<file path="src/rtl/mtm_alu_pkg.sv">
// Shared constants, types and helpers for the MTM ALU serial deserializer.
// Optional feature macro: MTM_ALU_CRC_CHECK_EN (enables CRC-4 command check).
package mtm_alu_pkg;

  localparam int unsigned DATA_W   = 32;
  localparam int unsigned OP_W     = 3;
  localparam int unsigned BYTE_W   = 8;
  localparam int unsigned CRC_W    = 4;
  localparam int unsigned ERR_W    = 3;
  localparam int unsigned CNT_W    = 4;
  localparam int unsigned BITCNT_W = 3;
  localparam int unsigned SR_W     = 2 * DATA_W;
  localparam int unsigned CRC_IN_W = SR_W + 1 + OP_W;

  // Opmodes
  localparam logic [OP_W-1:0] OP_AND = 3'b000;
  localparam logic [OP_W-1:0] OP_OR  = 3'b001;
  localparam logic [OP_W-1:0] OP_ADD = 3'b100;
  localparam logic [OP_W-1:0] OP_SUB = 3'b101;

  // Frame-type bit values
  localparam logic FRAME_DATA = 1'b0;
  localparam logic FRAME_CTL  = 1'b1;

  // err_flags bit positions: {ERR_DATA, ERR_CRC, ERR_OP}
  localparam int unsigned ERR_DATA_BIT = 2;
  localparam int unsigned ERR_CRC_BIT  = 1;
  localparam int unsigned ERR_OP_BIT   = 0;

  // Data frames making up one command, and the saturation value of the counter
  localparam logic [CNT_W-1:0] DATA_FRAMES = 4'd8;
  localparam logic [CNT_W-1:0] DATA_SAT    = 4'd9;

  // Frame receiver states
  typedef enum logic [1:0] {
    RX_IDLE    = 2'd0,
    RX_TYPE    = 2'd1,
    RX_PAYLOAD = 2'd2,
    RX_STOP    = 2'd3
  } rx_state_t;

  // CRC-4, poly x^4+x+1, init 0, input consumed MSB first
  function automatic logic [CRC_W-1:0] crc4(input logic [CRC_IN_W-1:0] d);
    logic [CRC_W-1:0] c;
    logic             fb;
    c = '0;
    for (int i = CRC_IN_W - 1; i >= 0; i--) begin
      fb = c[3] ^ d[i];
      c  = {c[2], c[1], c[0] ^ fb, fb};
    end
    return c;
  endfunction

  // True for the four supported opmodes
  function automatic logic op_is_legal(input logic [OP_W-1:0] op);
    return (op == OP_AND) || (op == OP_OR) || (op == OP_ADD) || (op == OP_SUB);
  endfunction

endpackage

</file>
<file path="src/rtl/mtm_alu_frame_rx.sv">
// Serial frame receiver: start, type, 8 payload bits MSB first, stop.
// frame_ok_c/frame_err_c are combinational strobes valid while the stop bit is sampled;
// rx_byte and is_ctl are stable registers during that cycle.
module mtm_alu_frame_rx
  import mtm_alu_pkg::*;
(
  input  logic              clk,
  input  logic              rst_n,
  input  logic              sin,
  output logic [BYTE_W-1:0] rx_byte,
  output logic              is_ctl,
  output logic              frame_ok_c,
  output logic              frame_err_c
);

  rx_state_t            state, state_nxt;
  logic [BITCNT_W-1:0]  bit_cnt, bit_cnt_nxt;
  logic [BYTE_W-1:0]    byte_nxt;
  logic                 ctl_nxt;

  // State, bit counter, payload and type registers
  always_ff @(posedge clk or negedge rst_n) begin
    if (!rst_n) begin
      state   <= RX_IDLE;
      bit_cnt <= '0;
      rx_byte <= '0;
      is_ctl  <= 1'b0;
    end else begin
      state   <= state_nxt;
      bit_cnt <= bit_cnt_nxt;
      rx_byte <= byte_nxt;
      is_ctl  <= ctl_nxt;
    end
  end

  // Next-state and frame strobes
  always_comb begin
    state_nxt   = state;
    bit_cnt_nxt = bit_cnt;
    byte_nxt    = rx_byte;
    ctl_nxt     = is_ctl;
    frame_ok_c  = 1'b0;
    frame_err_c = 1'b0;
    case (state)
      RX_IDLE: begin
        if (!sin) state_nxt = RX_TYPE;
      end
      RX_TYPE: begin
        ctl_nxt     = (sin == FRAME_CTL);
        bit_cnt_nxt = '0;
        state_nxt   = RX_PAYLOAD;
      end
      RX_PAYLOAD: begin
        byte_nxt    = {rx_byte[BYTE_W-2:0], sin};
        bit_cnt_nxt = BITCNT_W'(bit_cnt + 3'd1);
        if (bit_cnt == 3'd7) state_nxt = RX_STOP;
      end
      RX_STOP: begin
        state_nxt = RX_IDLE;
        if (sin) frame_ok_c  = 1'b1;
        else     frame_err_c = 1'b1;
      end
      default: state_nxt = RX_IDLE;
    endcase
  end

endmodule

</file>
<file path="src/rtl/mtm_alu_deserializer.sv">
// MTM ALU command deserializer: assembles 8 DATA frames and one CTL frame into
// operands A/B and an opmode, with data-count, CRC and opmode checks.
// Optional feature macro: MTM_ALU_CRC_CHECK_EN (CRC-4 check; without it the CRC field is ignored).
module mtm_alu_deserializer
  import mtm_alu_pkg::*;
(
  input  logic              clk,
  input  logic              rst_n,
  input  logic              sin,
  output logic [DATA_W-1:0] a_out,
  output logic [DATA_W-1:0] b_out,
  output logic [OP_W-1:0]   op_out,
  output logic              valid,
  output logic [ERR_W-1:0]  err_flags
);

  logic [BYTE_W-1:0] rx_byte;
  logic              is_ctl;
  logic              frame_ok_c;
  logic              frame_err_c;

  logic [SR_W-1:0]   data_sr, sr_nxt;
  logic [CNT_W-1:0]  data_cnt, cnt_nxt;
  logic [DATA_W-1:0] a_nxt, b_nxt;
  logic [OP_W-1:0]   op_nxt;
  logic              valid_nxt;
  logic [ERR_W-1:0]  err_nxt;

  logic [OP_W-1:0]   cmd_op;
  logic              crc_bad;

  mtm_alu_frame_rx u_frame_rx (
    .clk        (clk),
    .rst_n      (rst_n),
    .sin        (sin),
    .rx_byte    (rx_byte),
    .is_ctl     (is_ctl),
    .frame_ok_c (frame_ok_c),
    .frame_err_c(frame_err_c)
  );

  assign cmd_op = rx_byte[6:4];

`ifdef MTM_ALU_CRC_CHECK_EN
  // CRC over {B, A, 1, OP}; B sits in the upper half of the shift register
  assign crc_bad = (crc4({data_sr, 1'b1, cmd_op}) != rx_byte[CRC_W-1:0]);
`else
  assign crc_bad = 1'b0;
`endif

  // Command assembly and CTL-frame checks
  always_comb begin
    sr_nxt    = data_sr;
    cnt_nxt   = data_cnt;
    a_nxt     = a_out;
    b_nxt     = b_out;
    op_nxt    = op_out;
    valid_nxt = 1'b0;
    err_nxt   = '0;
    if (frame_err_c) begin
      sr_nxt  = '0;
      cnt_nxt = '0;
    end else if (frame_ok_c && !is_ctl) begin
      sr_nxt = {data_sr[SR_W-BYTE_W-1:0], rx_byte};
      if (data_cnt != DATA_SAT) cnt_nxt = CNT_W'(data_cnt + 4'd1);
    end else if (frame_ok_c && is_ctl) begin
      sr_nxt  = '0;
      cnt_nxt = '0;
      if (data_cnt != DATA_FRAMES) begin
        err_nxt[ERR_DATA_BIT] = 1'b1;
      end else if (crc_bad) begin
        err_nxt[ERR_CRC_BIT] = 1'b1;
      end else if (!op_is_legal(cmd_op)) begin
        err_nxt[ERR_OP_BIT] = 1'b1;
      end else begin
        b_nxt     = data_sr[SR_W-1:DATA_W];
        a_nxt     = data_sr[DATA_W-1:0];
        op_nxt    = cmd_op;
        valid_nxt = 1'b1;
      end
    end
  end

  // Command and output registers
  always_ff @(posedge clk or negedge rst_n) begin
    if (!rst_n) begin
      data_sr   <= '0;
      data_cnt  <= '0;
      a_out     <= '0;
      b_out     <= '0;
      op_out    <= '0;
      valid     <= 1'b0;
      err_flags <= '0;
    end else begin
      data_sr   <= sr_nxt;
      data_cnt  <= cnt_nxt;
      a_out     <= a_nxt;
      b_out     <= b_nxt;
      op_out    <= op_nxt;
      valid     <= valid_nxt;
      err_flags <= err_nxt;
    end
  end

endmodule
</file>
<file path="config.mk">
export PLATFORM = sky130hd
export DESIGN_NAME = mtm_alu_deserializer
export DESIGN_NICKNAME = d
export VERILOG_FILES = /design/src/rtl/mtm_alu_pkg.sv /design/src/rtl/mtm_alu_frame_rx.sv /design/src/rtl/mtm_alu_deserializer.sv
export SDC_FILE = /design/constraint.sdc
export NUM_CORES = 1
export LEC_CHECK = 0
export ABC_CLOCK_PERIOD_IN_PS = 2200
export CORE_UTILIZATION = 40
export CTS_BUF_LIST = sky130_fd_sc_hd__clkbuf_16
export DETAILED_ROUTE_END_ITERATION = 10
export PLACE_DENSITY = 0.62
export SLEW_MARGIN = 5
export SYNTH_ARGS = -nofsm -noshare
export SYNTH_HDL_FRONTEND = slang
export SYNTH_HIERARCHICAL = 1
export SYNTH_SLANG_ARGS = --single-unit
export TNS_END_PERCENT = 5
</file>
<file path="constraint.sdc">
create_clock -name clk -period 2.2 [get_ports clk]
set_input_delay 0.44 -clock clk [delete_from_list [all_inputs] [get_ports clk]]
set_output_delay 0.44 -clock clk [all_outputs]
set_load 0.03 [all_outputs]
</file>
==> After elaboration in Yosys (flattened, before gate mapping) <==
Index checks and enable logic that the tools add are counted.
{ "classes": {"n_addsub": 2, "eq_ne": 12, "mux": 26, "bitwise": 3, "reduce_logical": 13} }
{ "ops": {"columns": ["op", "n"], "rows": [
  ["two-way mux 64 bit", 3],
  ["two-way mux 4 bit", 4],
  ["two-way mux 1 bit", 12],
  ["equality test 3 bit, second input constant", 3],
  ["two-way mux 3 bit", 3],
  ["!= test 4 bit, second input constant", 2],
  ["case mux 2 bit (4 select lines)", 1],
  ["case mux 3 bit (2 select lines)", 1],
  ["AND reduction 5 bit", 1],
  ["adder 4 x 1 -> 4 bit, second input constant", 1],
  ["equality test 2 bit, second input constant", 2],
  ["two-way mux 2 bit", 2],
  ["AND reduction 2 bit", 2],
  ["adder 3 x 1 -> 3 bit, second input constant", 1],
  ["equality test 3 x 1 -> 1 bit, second input constant", 1],
  ["zero test 3 bit", 1],
  ["logical OR 1 bit", 3],
  ["!= test 3 x 2 -> 1 bit, second input constant", 1],
  ["inverter 1 bit", 3],
  ["nonzero test 3 bit", 1],
  ["equality test 2 x 1 -> 1 bit, second input constant", 1],
  ["logical AND 1 bit", 2],
  ["zero test 2 bit", 1],
  ["!= test 2 x 1 -> 1 bit, second input constant", 1],
  ["3 further kinds", 3]
]} }
{ "word_totals": {"ff_bits": 153, "out_inout_bits": 71, "elab_cells": 67} }

==> Depth between registers and ports, before layout <==
Gate-level depths: netlist (run 1).
{ "logic_depth": {"depth_word": 9, "mapped_depth": 7} }

==> Modules after synthesis <==
Netlist (run 1), hierarchy kept.
{ "by_module_without_submodules": {"columns": ["mod", "n_inst", "cells_each", "area_each_um2", "seq_area_each_um2"], "rows": [
  ["mtm_alu_deserializer", 1, 323, 5181.2, 3453.3],
  ["mtm_alu_frame_rx", 1, 50, 675.6, 350.3]
]} }

==> Least setup slack after synthesis (run 1) <==
Ideal clock, no wire load.
{ "synth_path": {"path_type": "register to register", "startpoint": "register u_frame_rx.state[0]", "endpoint": "register b_out[0]", "arrival_ps": 1790, "required_ps": 2075, "setup_slack_ps": 284, "stages_incl_launch_ff": 8, "cell_sequence": "dfrtp_1 ha_1 nor2b_1 and2b_1 nand4b_2 buf_6 buf_6 mux2_4"} }
{ "synth_rtl": {"columns": ["element", "line", "source"], "rows": [
  ["from (decl)", "mtm_alu_frame_rx.sv:16", "rx_state_t state, state_nxt;"],
  ["from (signal assigned)", "mtm_alu_frame_rx.sv:29", "state <= state_nxt;"],
  ["equality test 2 bit", "mtm_alu_frame_rx.sv:44", "case (state)"],
  ["two-way mux 1 bit", "mtm_alu_frame_rx.sv:44", null],
  ["named net frame_err_c", "mtm_alu_deserializer.sv:20", "logic frame_err_c;"],
  ["inverter 1 bit (no line)", null, null],
  ["AND reduction 5 bit (no line)", null, null],
  ["to (signal assigned)", "mtm_alu_deserializer.sv:98", "b_out <= b_nxt;"],
  ["to (decl)", "mtm_alu_deserializer.sv:11", "output logic [DATA_W-1:0] b_out,"]
]} }
The timed path passes the listed nets, and every way through them passes these cells.
A chain may end at the register's enable or synchronous reset.

==> Worst setup path in the final report (run 1) <==
{ "layout_path": {"startpoint": "register a_out[21]", "endpoint": "output port a_out[21]"} }
{ "layout_rtl": {"columns": ["element", "line", "source"], "rows": [
  ["from (decl)", "mtm_alu_deserializer.sv:10", "output logic [DATA_W-1:0] a_out,"],
  ["from (signal assigned)", "mtm_alu_deserializer.sv:97", "a_out <= a_nxt;"]
]} }
No word-level cell between the ends.

==> impl_metrics.py, run 1 <==
metrics = {
    "timing": {
        "fin_ws_ns": 0.256,
        "tightest_slew_ns": 0.562,
        "period_share_pct": 88.4,
        "hold_viol": 0,
        "relSlewSlack_pct": 62.6,
        "fmax_mhz": 514,
        "maxSlewViolCount": 0,
        "setup_viol": 0,
        "rsz0062_at_grt": "false",
        "skew_ns": 0.00689,
        "tns_ns": 0,
        "finalCriticalPeriod_ns": 1.94,
    },
    "pwr": {
        "combPwrFrac_pct": 15.0,
        "intPower_mw": 5.26,
        "powerDensity_nw_per_um2": 960,
        "clockPowerShare_pct": 39.1,
        "p_seq_share_pct": 45.9,
        "total_power_mw": 7.13,
        "netSwitchingFraction_pct": 26.3,
        "peakVddDrop_uv": 686,
        "power_leakage_nw": 3.67,
        "switchingPower_mw": 1.88,
    },
    "clocking": {
        "cts_tree": "built",
        "numCtsBuffers": 17,
        "cts_buffer_depth": 2,
        "cts.repair.resized": 0,
        "cts_max_level": 4,
        "insertion_delay_ns": 0.42,
        "postCtsHoldBufs": 1,
        "cts.sinks": 152,
        "root_buffer": "clkbuf_16",
        "path_clk_slew_ns": 0.06,
        "cts_setup_buffers": 0,
    },
    "finish": {
        "diodes": 0,
        "fillers": 1145,
        "final_nets": 467,
        "drive_above_1_share_pct": 25.5,
        "syn2layout_area_growth_pct": 26.9,
    },
    "global_routing": {
        "grt_max_degree": 67,
        "grt_usage_pct": 16.3,
        "grt_antenna_before_repair": 0,
        "grt_pass1_wl_um": 18500,
        "globalRoute.totalOverflow": 0,
        "grt_pass1_vias": 3470,
    },
    "yosys": {
        "synth_compound_area_share_pct": 10.9,
        "syn_inst": 373,
        "synthSimpleGateAreaFrac_pct": 2.67,
        "yosysUniqueCellTypes": 36,
        "ys_ff_latch": 152,
        "synth_most_common_cell": "dfrtp_1",
        "synth_nets": 386,
        "synthTopCellsByCount": "dfrtp_1 (152), a22o_1 (65), mux2_2 (51)",
        "ys.flop_type": "dfrtp_1",
        "yosysTopAreaCell": "dfrtp_1",
        "synthArstFlopShare_pct": 100,
        "synth_xor_xnor_area_share_pct": 0.150,
        "synth.top_cell.area_share_pct": 64.9,
        "syn_area_sq_um": 5860,
        "ys_seq_area_share_pct": 64.9,
        "synth_top_family_by_area": "multiplexers",
        "syn_area_per_cell_sq_um": 15.7,
        "synth_adder_area_share_pct": 2.14,
        "synth_edf_count": 0,
        "muxShareOfSynthArea_pct": 16.3,
        "yosysWarningCount": 6,
        "synth_area_leaders": "dfrtp_1 (65%), mux2_2 (9.8%), a22o_1 (9.7%)",
    },
    "min_path": {
        "hp-class": "flip-flop to flip-flop",
    },
    "floorplanning": {
        "pin_count": 74,
        "die_area_sq_um": 15100,
        "die-height_um": 123,
        "coreArea_sq_um": 14100,
        "rows": 43,
        "die_w_um": 123,
        "start_util_pct": 41.5,
    },
    "setup_path": {
        "critPathKind": "flip-flop to primary output",
        "crit_path_start_kind": "flip-flop",
        "cp_num_buf_inv": 1,
        "cp_top_family": "buffers and inverters",
        "required_ns": 1.76,
        "end_kind": "primary output",
        "cp_cell_sequence": "clkdlybuf4s50_1",
        "worst_path_max_delay_cell": "clkdlybuf4s50_1",
        "cp_max_fo": 2,
        "arrival_ns": 1.50,
        "crit_path_max_incr_delay_ns": 0.69,
    },
    "place": {
        "place.gp.congestion": 0.752,
        "io_buffers": 72,
        "pre_cts_ws_ns": -0.0333,
        "dpl.hpwl_um": 7180,
    },
    "route": {
        "drc": 0,
        "postRouteAntennaNets": 0,
        "vias": 3346,
        "dr.pass1.iters": 4,
        "wl_per_cell_um": 17.2,
        "drt_wl_total_um": 11200,
        "drt-initial-drc-count": 244,
        "via_per_inst": 5.17,
    },
    "run_status": {
        "status": "completed",
    },
    "job": {
        "maxCapViolCount": 0,
    },
}
[registers in the layout (all words and copies together), names as in the netlist]
register and flops:
data_sr 64, a_out 32, b_out 32, u_frame_rx/rx_byte 8
data_cnt 4, op_out 3, u_frame_rx/bit_cnt 3, err_flags 2
u_frame_rx/state 2, u_frame_rx/is_ctl 1, valid 1
[worst paths after layout]
check | endpoint | cells past startpoint | slack, ns | start
max in group asynchronous | data_sr[24] | 3 | 1.04 | rst_n
worst max register to register | a_out[4] | 6 | 0.33 | u_frame_rx/state[0]
worst min register to register | op_out[1] | 1 | 0.49 | op_out[1]
worst min-delay path | op_out[1] | 1 | 0.49 | op_out[1]
min in group asynchronous | b_out[28] | 2 | 0.51 | rst_n
worst max-delay path | a_out[21] | 1 | 0.26 | a_out[21]
[metrics by stage]
stage | cells | hold slack (ns) | instance area [sq um] | utilization [%]
2_1_floorplan | 373 | 0.144 | 5860 | -
3_3_place_gp | 614 | 0.383 | 6850 | 48.6
3_5_place_dp | 614 | 0.389 | 6850 | 48.6
4_1_cts | 647 | 0.494 | 7430 | 52.7
5_1_grt | 647 | 0.512 | 7430 | 52.7
6_report | 647 | 0.485 | 7430 | 52.7
[cell type report]
cell class	instances	area [sq um]	area share, %
flip-flops and latches	152	3800	51.2
multi-input cells	188	1910	25.7
repair buffers	86	892	12.0
clock buffers	17	425	5.73
well taps	180	225	3.03
clock inverters	15	143	1.92
inverters	9	33.8	0.455
[metal layers]
| layer | part of all wire [%] | track usage (%) |
|---|---|---|
| met5 | 0 | 0 |
| met4 | 1.2 | 5.87 |
| met3 | 4.1 | 5.03 |
| met2 | 46 | 24.3 |
| met1 | 48 | 22.6 |
[placed cells by master, fill, tap and decap left out, drive strengths merged, types with 4 or more instances in the layout]
cell type,n
nand2,4
buf,14
mux2,75
dfrtp,152
a22o,65
clkdlybuf4s50,71
clkbuf,17
inv,11
nand3,4
ha,10
a21oi,4
clkinv,10
[power by group through the flow]
stage | registers (mW) | clock network [mW] | logic, mW
after CTS | 3.28 | 2.86 | 1.09
after global placement | 3.31 | 0 | 1.04
final | 3.27 | 2.79 | 1.07
after detailed placement | 3.33 | 0 | 1.08
after floorplan | 3.22 | 0 | 0.788
after global routing | 3.31 | 2.99 | 1.19
[kinds of logic (layout without fill, tap and decap cells)]
group	Yosys count	after routing
and+or+nand+nor	24	24
DFF	152	152
buffers and inverters	33	127
AOI/OAI and AO/OA	75	75
xor gates and xnor gates	1	1
other	1	1
adders and majority gates	10	10
muxes	77	77
(Power assumes the default switching activity.)
==> inputs of run 2 (changes only) <==
SLEW_MARGIN = not set   (was 5)
==> results of run 2 <==
The final DEF is identical to that of run 1; final timing and power are the same.
